`src/rtl/inst_fetch_buffer_if.sv`:
```
// Fetch-stage bundle: instruction-memory request/grant/response, decode handshake and redirect.
// Optional FETCH_FAULT_EN adds imem_err_i / inst_fault_o.
interface inst_fetch_buffer_if;
  logic        redirect_i;
  logic [31:0] redirect_pc_i;
  logic        imem_req_o;
  logic [31:0] imem_addr_o;
  logic        imem_gnt_i;
  logic        imem_rvalid_i;
  logic [31:0] imem_rdata_i;
  logic        inst_valid_o;
  logic        inst_ready_i;
  logic [31:0] inst_o;
  logic [31:0] pc_o;
`ifdef FETCH_FAULT_EN
  logic        imem_err_i;
  logic        inst_fault_o;
`endif

  // Fetch buffer side.
  modport master (
`ifdef FETCH_FAULT_EN
    input  imem_err_i,
    output inst_fault_o,
`endif
    input  redirect_i,
    input  redirect_pc_i,
    output imem_req_o,
    output imem_addr_o,
    input  imem_gnt_i,
    input  imem_rvalid_i,
    input  imem_rdata_i,
    output inst_valid_o,
    input  inst_ready_i,
    output inst_o,
    output pc_o
  );

  // Memory / decoder / redirect-source side.
  modport slave (
`ifdef FETCH_FAULT_EN
    output imem_err_i,
    input  inst_fault_o,
`endif
    output redirect_i,
    output redirect_pc_i,
    input  imem_req_o,
    input  imem_addr_o,
    output imem_gnt_i,
    output imem_rvalid_i,
    output imem_rdata_i,
    input  inst_valid_o,
    output inst_ready_i,
    input  inst_o,
    input  pc_o
  );
endinterface

```
`src/rtl/inst_fetch_buffer.sv`:
```
// Instruction fetch buffer: credit-limited word fetch, DEPTH-entry {pc, inst} FIFO, redirect flush.
// Optional macro FETCH_FAULT_EN stores a per-entry fetch fault flag and presents it with the head.
module inst_fetch_buffer #(
  parameter logic [31:0] RESET_PC = 32'h0000_0000,
  parameter int unsigned DEPTH    = 4
) (
  input logic clk_i,
  input logic rst_i,
  inst_fetch_buffer_if.master bus
);
  localparam int unsigned PW      = $clog2(DEPTH);
  localparam int unsigned CW      = PW + 1;
  localparam logic [CW:0] DEPTH_C = (CW+1)'(DEPTH);
  localparam logic [31:0] NOP     = 32'h0000_0013;

  logic [31:0]   fetch_pc;
  logic [31:0]   resp_pc;
  logic [CW-1:0] count;
  logic [CW-1:0] outstanding;
  logic [CW-1:0] discard;
  logic [PW-1:0] wr_ptr;
  logic [PW-1:0] rd_ptr;

  logic [31:0] inst_mem [DEPTH];
  logic [31:0] pc_mem   [DEPTH];
`ifdef FETCH_FAULT_EN
  logic        fault_mem [DEPTH];
`endif

  logic [31:0] redirect_pc;
  logic        credit_ok;
  logic        req;
  logic        fire;
  logic        rsp;
  logic        push;
  logic        pop;
  logic        head_valid;

  // Handshakes: a fetch is accepted when imem_req_o && imem_gnt_i in the same cycle;
  // imem_rvalid_i returns one word per accepted fetch, in order; decode takes the head
  // when inst_valid_o && inst_ready_i. A redirect overrides all three in its cycle.
  assign redirect_pc = bus.redirect_pc_i & 32'hFFFF_FFFC;
  assign credit_ok   = ({1'b0, count} + {1'b0, outstanding}) < DEPTH_C;
  assign req         = !rst_i && !bus.redirect_i && credit_ok;
  assign fire        = req && bus.imem_gnt_i;
  assign rsp         = bus.imem_rvalid_i;
  assign push        = rsp && !bus.redirect_i && (discard == '0);
  assign head_valid  = (count != '0);
  assign pop         = head_valid && bus.inst_ready_i && !bus.redirect_i;

  assign bus.imem_req_o   = req;
  assign bus.imem_addr_o  = fetch_pc;
  assign bus.inst_valid_o = head_valid;

  always_ff @(posedge clk_i or posedge rst_i) begin
    if (rst_i) begin
      fetch_pc    <= RESET_PC;
      resp_pc     <= RESET_PC;
      count       <= '0;
      outstanding <= '0;
      discard     <= '0;
      wr_ptr      <= '0;
      rd_ptr      <= '0;
    end else if (bus.redirect_i) begin
      // Everything still in flight belongs to the old stream; a response landing
      // in this very cycle is dropped here and so is not counted again.
      fetch_pc    <= redirect_pc;
      resp_pc     <= redirect_pc;
      count       <= '0;
      wr_ptr      <= '0;
      rd_ptr      <= '0;
      outstanding <= outstanding - CW'(rsp);
      discard     <= outstanding - CW'(rsp);
    end else begin
      if (fire) begin
        fetch_pc <= fetch_pc + 32'd4;
      end
      outstanding <= outstanding + CW'(fire) - CW'(rsp);
      if (rsp && (discard != '0)) begin
        discard <= discard - CW'(1);
      end
      if (push) begin
        resp_pc <= resp_pc + 32'd4;
        wr_ptr  <= wr_ptr + PW'(1);
      end
      if (pop) begin
        rd_ptr <= rd_ptr + PW'(1);
      end
      count <= count + CW'(push) - CW'(pop);
    end
  end

  // Storage needs no reset: entries are only observed while count covers them.
  always_ff @(posedge clk_i) begin
    if (push) begin
      inst_mem[wr_ptr] <= bus.imem_rdata_i;
      pc_mem[wr_ptr]   <= resp_pc;
`ifdef FETCH_FAULT_EN
      fault_mem[wr_ptr] <= bus.imem_err_i;
`endif
    end
  end

  always_comb begin
    bus.inst_o = NOP;
    bus.pc_o   = 32'h0000_0000;
`ifdef FETCH_FAULT_EN
    bus.inst_fault_o = 1'b0;
`endif
    if (head_valid) begin
      bus.pc_o   = pc_mem[rd_ptr];
      bus.inst_o = inst_mem[rd_ptr];
`ifdef FETCH_FAULT_EN
      bus.inst_fault_o = fault_mem[rd_ptr];
      if (fault_mem[rd_ptr]) begin
        bus.inst_o = NOP;
      end
`endif
    end
  end

  a_count_bound : assert property (@(posedge clk_i) disable iff (rst_i) count <= CW'(DEPTH));
  a_rsp_expected : assert property (@(posedge clk_i) disable iff (rst_i)
                                    bus.imem_rvalid_i |-> (outstanding != '0));
endmodule

```
`src/flat_wrapper.sv`:
```
// flat-port wrapper written by rule: the top's interface ports become plain ports
module inst_fetch_buffer_flat 
#(
  parameter logic [31:0] RESET_PC = 32'h0000_0000,
  parameter int unsigned DEPTH    = 4
)
  (clk_i, rst_i, bus_redirect_i, bus_redirect_pc_i, bus_imem_req_o, bus_imem_addr_o, bus_imem_gnt_i, bus_imem_rvalid_i, bus_imem_rdata_i, bus_inst_valid_o, bus_inst_ready_i, bus_inst_o, bus_pc_o);
  inst_fetch_buffer_if bus_i ();
  input logic clk_i;
  input logic rst_i;
  input wire logic [$bits(bus_i.redirect_i)-1:0] bus_redirect_i;
  input wire logic [$bits(bus_i.redirect_pc_i)-1:0] bus_redirect_pc_i;
  output wire logic [$bits(bus_i.imem_req_o)-1:0] bus_imem_req_o;
  output wire logic [$bits(bus_i.imem_addr_o)-1:0] bus_imem_addr_o;
  input wire logic [$bits(bus_i.imem_gnt_i)-1:0] bus_imem_gnt_i;
  input wire logic [$bits(bus_i.imem_rvalid_i)-1:0] bus_imem_rvalid_i;
  input wire logic [$bits(bus_i.imem_rdata_i)-1:0] bus_imem_rdata_i;
  output wire logic [$bits(bus_i.inst_valid_o)-1:0] bus_inst_valid_o;
  input wire logic [$bits(bus_i.inst_ready_i)-1:0] bus_inst_ready_i;
  output wire logic [$bits(bus_i.inst_o)-1:0] bus_inst_o;
  output wire logic [$bits(bus_i.pc_o)-1:0] bus_pc_o;
  assign bus_i.redirect_i = bus_redirect_i;
  assign bus_i.redirect_pc_i = bus_redirect_pc_i;
  assign bus_imem_req_o = bus_i.imem_req_o;
  assign bus_imem_addr_o = bus_i.imem_addr_o;
  assign bus_i.imem_gnt_i = bus_imem_gnt_i;
  assign bus_i.imem_rvalid_i = bus_imem_rvalid_i;
  assign bus_i.imem_rdata_i = bus_imem_rdata_i;
  assign bus_inst_valid_o = bus_i.inst_valid_o;
  assign bus_i.inst_ready_i = bus_inst_ready_i;
  assign bus_inst_o = bus_i.inst_o;
  assign bus_pc_o = bus_i.pc_o;
  inst_fetch_buffer #(.RESET_PC(RESET_PC), .DEPTH(DEPTH)) u_core (.clk_i(clk_i), .rst_i(rst_i), .bus(bus_i));
endmodule
```
`config.mk`:
```
export PLATFORM = sky130hd
export DESIGN_NAME = inst_fetch_buffer_flat
export DESIGN_NICKNAME = d
export VERILOG_FILES = /design/src/rtl/inst_fetch_buffer_if.sv /design/src/rtl/inst_fetch_buffer.sv /design/src/flat_wrapper.sv
export SDC_FILE = /design/constraint.sdc
export NUM_CORES = 1
export LEC_CHECK = 0
export ABC_AREA = 0
export CAP_MARGIN = 15
export CORE_MARGIN = 2
export CORE_UTILIZATION = 45
export DETAILED_ROUTE_END_ITERATION = 16
export PLACE_DENSITY = 0.78
export SYNTH_ARGS = -nofsm -noshare
export SYNTH_HDL_FRONTEND = slang
export SYNTH_SLANG_ARGS = --single-unit
```
`constraint.sdc`:
```
create_clock -name clk_i -period 3 [get_ports clk_i]
set_input_delay 0.3 -clock clk_i [delete_from_list [all_inputs] [get_ports clk_i]]
set_output_delay 0.3 -clock clk_i [all_outputs]
set_load 0.02 [all_outputs]
```
Yosys cells after proc, flatten, opt, wreduce, memory -nomap -nowiden
Memories as Yosys holds them, arrays and structs flattened.
Index checks and enable logic that the tools add are counted.

operators by class
  add/sub/neg operators = 11
  $lt $le $gt $ge = 1
  multiplexer cells = 16
  reduce and logical (&&, ||, !) cells = 17

operators with widths
  operator                 number
  $mux W32                 6
  $add A32 B3 Y32 const B  2
  $mux W3                  4
  $sub A3 B1 Y3            3
  $logic_and A1 B1 Y1      8
  $mux W2                  4
  $reduce_bool A2 Y1       4
  $add A3 B1 Y3            2
  $reduce_bool A3 Y1       2
  $add A2 B1 Y2 const B    2
  $add A3 B3 Y4            1
  $lt A4 B3 Y1 const B     1
  $logic_not A3 Y1         1
  $sub A3 B1 Y3 const B    1
  $logic_not A1 Y1         2
  $mux W1                  2

word-level totals
  flip-flop bits (word level) = 77
  RAM bits = 256
  input port bits = 70
  word-level logic and storage cells = 54
  memories kept = 2

memories
  name             words  width  read ports  clocked after memory_dff  wr ports  line                     RTL
  u_core.inst_mem  4      32     1           0                         1         inst_fetch_buffer.sv:24  logic [31:0] inst_mem [DEPTH];
  u_core.pc_mem    4      32     1           0                         1         inst_fetch_buffer.sv:25  logic [31:0] pc_mem [DEPTH];

Longest topological paths before layout
  depth after elaboration = 7
  depth in mapped cells = 11

Least setup slack after synthesis
Ideal clock, no wire load.

  path type = register -> register
  from = register u_core.discard[0]
  to = memory u_core.inst_mem[0][0], enable pin
  setup time = 0.427 ns
  arrival = 2.536 ns
  data required time = 2.573 ns
  slack = 0.037 ns
  stages on the path, launching flop included = 6
  path buffers = 0
  clock period less this slack = 2.963 ns
  cells stage by stage = dfrtp_1 inv_1 ha_1 nand3b_1 nor2_1 and2_1

between the ends
  cells in the longest elaborated chain, start to end = 4

ends and longest elaborated chain
  what                           line                     RTL
  from (decl)                    inst_fetch_buffer.sv:20  logic [CW-1:0] discard;
  from (signal assigned)         inst_fetch_buffer.sv:73  discard <= outstanding - CW'(rsp);
  from (signal assigned)         inst_fetch_buffer.sv:80  discard <= discard - CW'(1);
  $logic_not A3 Y1               inst_fetch_buffer.sv:47  assign push = rsp && !bus.redirect_i && (discard == '0);
  $logic_and A1 B1 Y1            inst_fetch_buffer.sv:47
  $mux W1                        inst_fetch_buffer.sv:95  if (push) begin
  $mux W1 (not written as such)  inst_fetch_buffer.sv:96  inst_mem[wr_ptr] <= bus.imem_rdata_i;
  to (decl)                      inst_fetch_buffer.sv:24

No other way between the ends.

Worst setup path after layout
  from = register u_core.outstanding[2]
  to = register u_core.fetch_pc[12] (netlist: u_core.bus.imem_addr_o[12])

between the ends
  cells in the longest elaborated chain, start to end = 5

ends and longest elaborated chain
  what                                 line                     RTL
  from (decl)                          inst_fetch_buffer.sv:19  logic [CW-1:0] outstanding;
  from (signal assigned)               inst_fetch_buffer.sv:72  outstanding <= outstanding - CW'(rsp);
  from (signal assigned)               inst_fetch_buffer.sv:78  outstanding <= outstanding + CW'(fire) - CW'(rsp);
  $add A3 B3 Y4                        inst_fetch_buffer.sv:43  assign credit_ok = ({1'b0, count} + {1'b0, outstanding}) < DEPTH_C;
  $lt A4 B3 Y1                         inst_fetch_buffer.sv:43
  $logic_and A1 B1 Y1                  inst_fetch_buffer.sv:44  assign req = !rst_i && !bus.redirect_i && credit_ok;
  $logic_and A1 B1 Y1                  inst_fetch_buffer.sv:45  assign fire = req && bus.imem_gnt_i;
  $reduce_bool A2 Y1 (no source line)  n/a
  to (signal assigned)                 inst_fetch_buffer.sv:67  fetch_pc <= redirect_pc;
  to (signal assigned)                 inst_fetch_buffer.sv:76  fetch_pc <= fetch_pc + 32'd4;
  to (decl)                            inst_fetch_buffer.sv:16  logic [31:0] fetch_pc;

No other way between the ends.
A chain may end at the register's enable or synchronous reset.

==> flow_summary.toml <==
[floorplan]
die_x_um = 178
row_count = 63
dieArea_sq_mm = 0.0316
core-area_sq_mm = 0.0297
initial_core_util_pct = 45.7
ios = 168
die_h_um = 178

[power]
seq_power_share_pct = 40.3
p_per_area_mw_per_mm2 = 786
switchingPower_uw = 3840
fin_total_pwr_uw = 13300
p_leak_uw = 0.00585
intPower_uw = 9510
switching_share_pct = 28.8
power_frac_clock_pct = 30.2
combPwrFrac_pct = 29.4
ir_drop_v = 0.000369

[place]
port_buffers = 161
gp_congestion = 0.870
dp_hpwl_um = 18200

[worst_setup_path]
required_ns = 3.38
crit_arrival_ns = 3.24
crit_buf_inv = 1
worstSetupPathType = "flop to flop"
end_kind = "flop"
startpoint_type = "flop"
cp_slowest_stage_delay_ns = 0.59
cp_slowest_cell = "or4b_1"
cp_max_fo = 16
path_delay_family = "simple AND/OR/NAND/NOR gates"
path_cells = "ha_1 > or4_4 > or4b_1 > buf_4 > nor4_2 > xor2_1 > mux2_2"

[cts]
clockRootBuffer = "clkbuf_16"
cts_buffer_depth = 3
clk_latency_ns = 0.50
clkTransAtPathRegs_ns = 0.06
cts_made_buffers = 35
cts_tree = "yes"
hold_buffers = 0
cts_sinks = 321
cts_max_level = 2

[synthesis]
synthMuxAreaShare_pct = 11.1
syn-cell-area_sq_mm = 0.0136
synth.top_cell.area_share_pct = 54.8
synthSimpleGateAreaFrac_pct = 10.0
ys.flop_type = "edfxtp_1"
synth.area.top_cells = "edfxtp_1 (55%), dfrtp_1 (13%), mux4_2 (10%), and2_1 (3.0%), xor2_1 (1.9%)"
async_flop_share_pct = 22.7
synth_seq_cells = 321
ys_seq_area_share_pct = 68.3
synth_edf_count = 248
netlist_instances = 854
synth-xor-area-share_pct = 2.77
synth_compound_area_share_pct = 3.66
synth_top_area_cell = "edfxtp_1"
synthAdderAreaFrac_pct = 1.77
yosysUniqueCellTypes = 51
avgSynthCellArea_sq_um = 15.9
synth_top_family_by_area = "multiplexers"
synth_warnings = 0

[routing]
num_vias = 7897
routed_wl_um = 27800
wl_met2_um = 13100
initialDrtViolationCount = 670
post-route-drc-count = 0
met1_length_um = 12200
wl_met3_um = 2070
wl_per_cell_um = 19.1
postRouteAntennaNets = 0
drtPass1Iterations = 5
dr.max_layer_used = "met4"
viasPerCell = 5.43

[timing]
rsz0062_at_grt = "no"
finalCritPeriodShare_pct = 95.3
hold_viol_final = 0
max_slew_margin_pct = 27.0
final.setup.tns_ns = 0
setup_viol = 0
max_freq_mhz = 350
clock_skew_ns = 0.0189
tightestPinTransition_ns = 1.09
drv_slew = 0
fin_crit_ns = 2.86

[final_layout]
drive_gt1_share_pct = 16.6
antenna_cells = 0
fin_util_pct = 57.1
fin_nets = 1127
area_delta_synth_final_pct = 25.0

[run_status]
status = "finished, final reports clean"

[global_route]
grt_pass1_wl_um = 44100
track_usage_pct = 18.0
grt_overflow_total = 0
antenna_found_initial = 0
grt_pass1_vias = 7931
grt_max_degree = 62

[hold_path]
worstHoldPathType = "input port to asynchronous set/reset pin"

[flow_run]
drv_cap = 0
## kinds of logic (layout without fill, tap and decap cells)
| kind of cell | Yosys count | count (layout) |
|---|---|---|
| xor+xnor | 43 | 43 |
| mux | 72 | 72 |
| buf+inv | 72 | 279 |
| compound gates | 79 | 79 |
| simple gates | 248 | 248 |
| fa+ha+maj | 18 | 18 |
| other cells | 1 | 4 |
| flops | 321 | 321 |
## final timing paths
check,from,end,slack (ns),cells past startpoint
setup / recovery,u_core.outstanding[2],u_core.bus.imem_addr_o[12],0.14,7
hold / removal,rst_i,u_core.outstanding[0],0.17,2
setup reg to reg,u_core.outstanding[2],u_core.bus.imem_addr_o[12],0.14,7
hold reg to reg,u_core.outstanding[2],u_core.outstanding[2],0.52,1
max in group asynchronous,rst_i,u_core.resp_pc[20],2.17,3
min in group clk_i,bus_redirect_i,u_core.wr_ptr[1],0.30,3
## worst reg2reg max path, cell delays in order, from the launching register on
cell,delay [ns]
dfrtp_1,0.41
ha_1,0.30
or4_4,0.51
or4b_1,0.59
buf_4,0.25
nor4_2,0.31
xor2_1,0.11
mux2_2,0.27
## cell usage in the layout (no fill, tap or decap), types with 17 or more instances in the layout
| cell | count |
|---|---|
| nand4_1 | 31 |
| nand2_1 | 51 |
| edfxtp_1 | 248 |
| dfrtp_1 | 71 |
| o21ai_0 | 38 |
| mux4_2 | 62 |
| buf_4 | 17 |
| nor2_1 | 26 |
| xor2_1 | 29 |
| and2_1 | 62 |
| nand3_1 | 27 |
| inv_1 | 22 |
| clkdlybuf4s50_1 | 159 |
| clkbuf_16 | 35 |
## per-stage QoR
step,std cells,worst slack [ns],instance area [sq um],hold slack [ns]
global route,1454,0.00761,17000,0.207
floorplan,857,0.0373,13600,0.399
detailed placement,1389,0.104,15800,0.512
finish,1454,0.141,17000,0.172
CTS,1454,0.0942,17000,0.165
global placement,1389,0.172,15800,0.506
## registers in the layout, indices dropped and copies added, names as in the netlist
| name | count |
|---|---|
| u_core.outstanding | 3 |
| u_core.bus.imem_addr_o | 30 |
| u_core.pc_mem | 120 |
| u_core.wr_ptr | 2 |
| u_core.rd_ptr | 2 |
| u_core.discard | 3 |
| u_core.count | 3 |
| u_core.inst_mem | 128 |
| u_core.resp_pc | 30 |
## routing by layer
layer | global-route usage [%] | vias to the layer above
met5 | 0 | -
met1 | 25.7 | 3932
met3 | 3.77 | 38
met4 | 4.13 | 0
li1 | - | 3622
met2 | 28.7 | 305
## cell usage after synthesis, types with 2 or more instances
cell / n
a21boi_0: 4
a21oi_1: 6
a31o_2: 2
a31oi_1: 3
a41oi_1: 4
and2_1: 66
and3_1: 12
and4_1: 5
buf_1: 9
buf_4: 5
clkbuf_1: 30
dfrtp_1: 73
edfxtp_1: 248
fa_1: 2
ha_1: 16
inv_1: 23
mux2_2: 10
mux4_2: 62
nand2_1: 51
nand2_2: 2
nand2b_1: 3
nand3_1: 27
nand3b_1: 2
nand4_1: 31
nor2_1: 26
nor3_1: 7
nor4_2: 2
o211ai_1: 14
o21ai_0: 38
o311ai_0: 3
or2_2: 3
or3_1: 5
xnor2_1: 14
xor2_1: 29
## power by group through the flow
stage / registers, uW / logic, uW / clock network, uW
6_report: 5380 / 3930 / 4040
5_1_grt: 5420 / 4270 / 4290
4_1_cts: 5380 / 4010 / 4110
3_5_place_dp: 5500 / 3900 / 0
3_3_place_gp: 5480 / 3850 / 0
2_1_floorplan: 5420 / 2300 / 0
## layout make-up
type | count | area, sq um
fill | 2287 | 12700
sequential | 321 | 9280
multi-input combinational | 464 | 4010
timing repair buffer | 193 | 2020
clock buffer | 47 | 951
tap | 390 | 488
clock inverter | 15 | 140
inverter | 24 | 95.1
## timing repair
item                                    CTS  global route
pin swaps                                 0             1
gates resized for setup                   1             2
endpoints found under the setup margin   13             4
setup buffers                             3             0
Power figures use the tool's default switching activity.
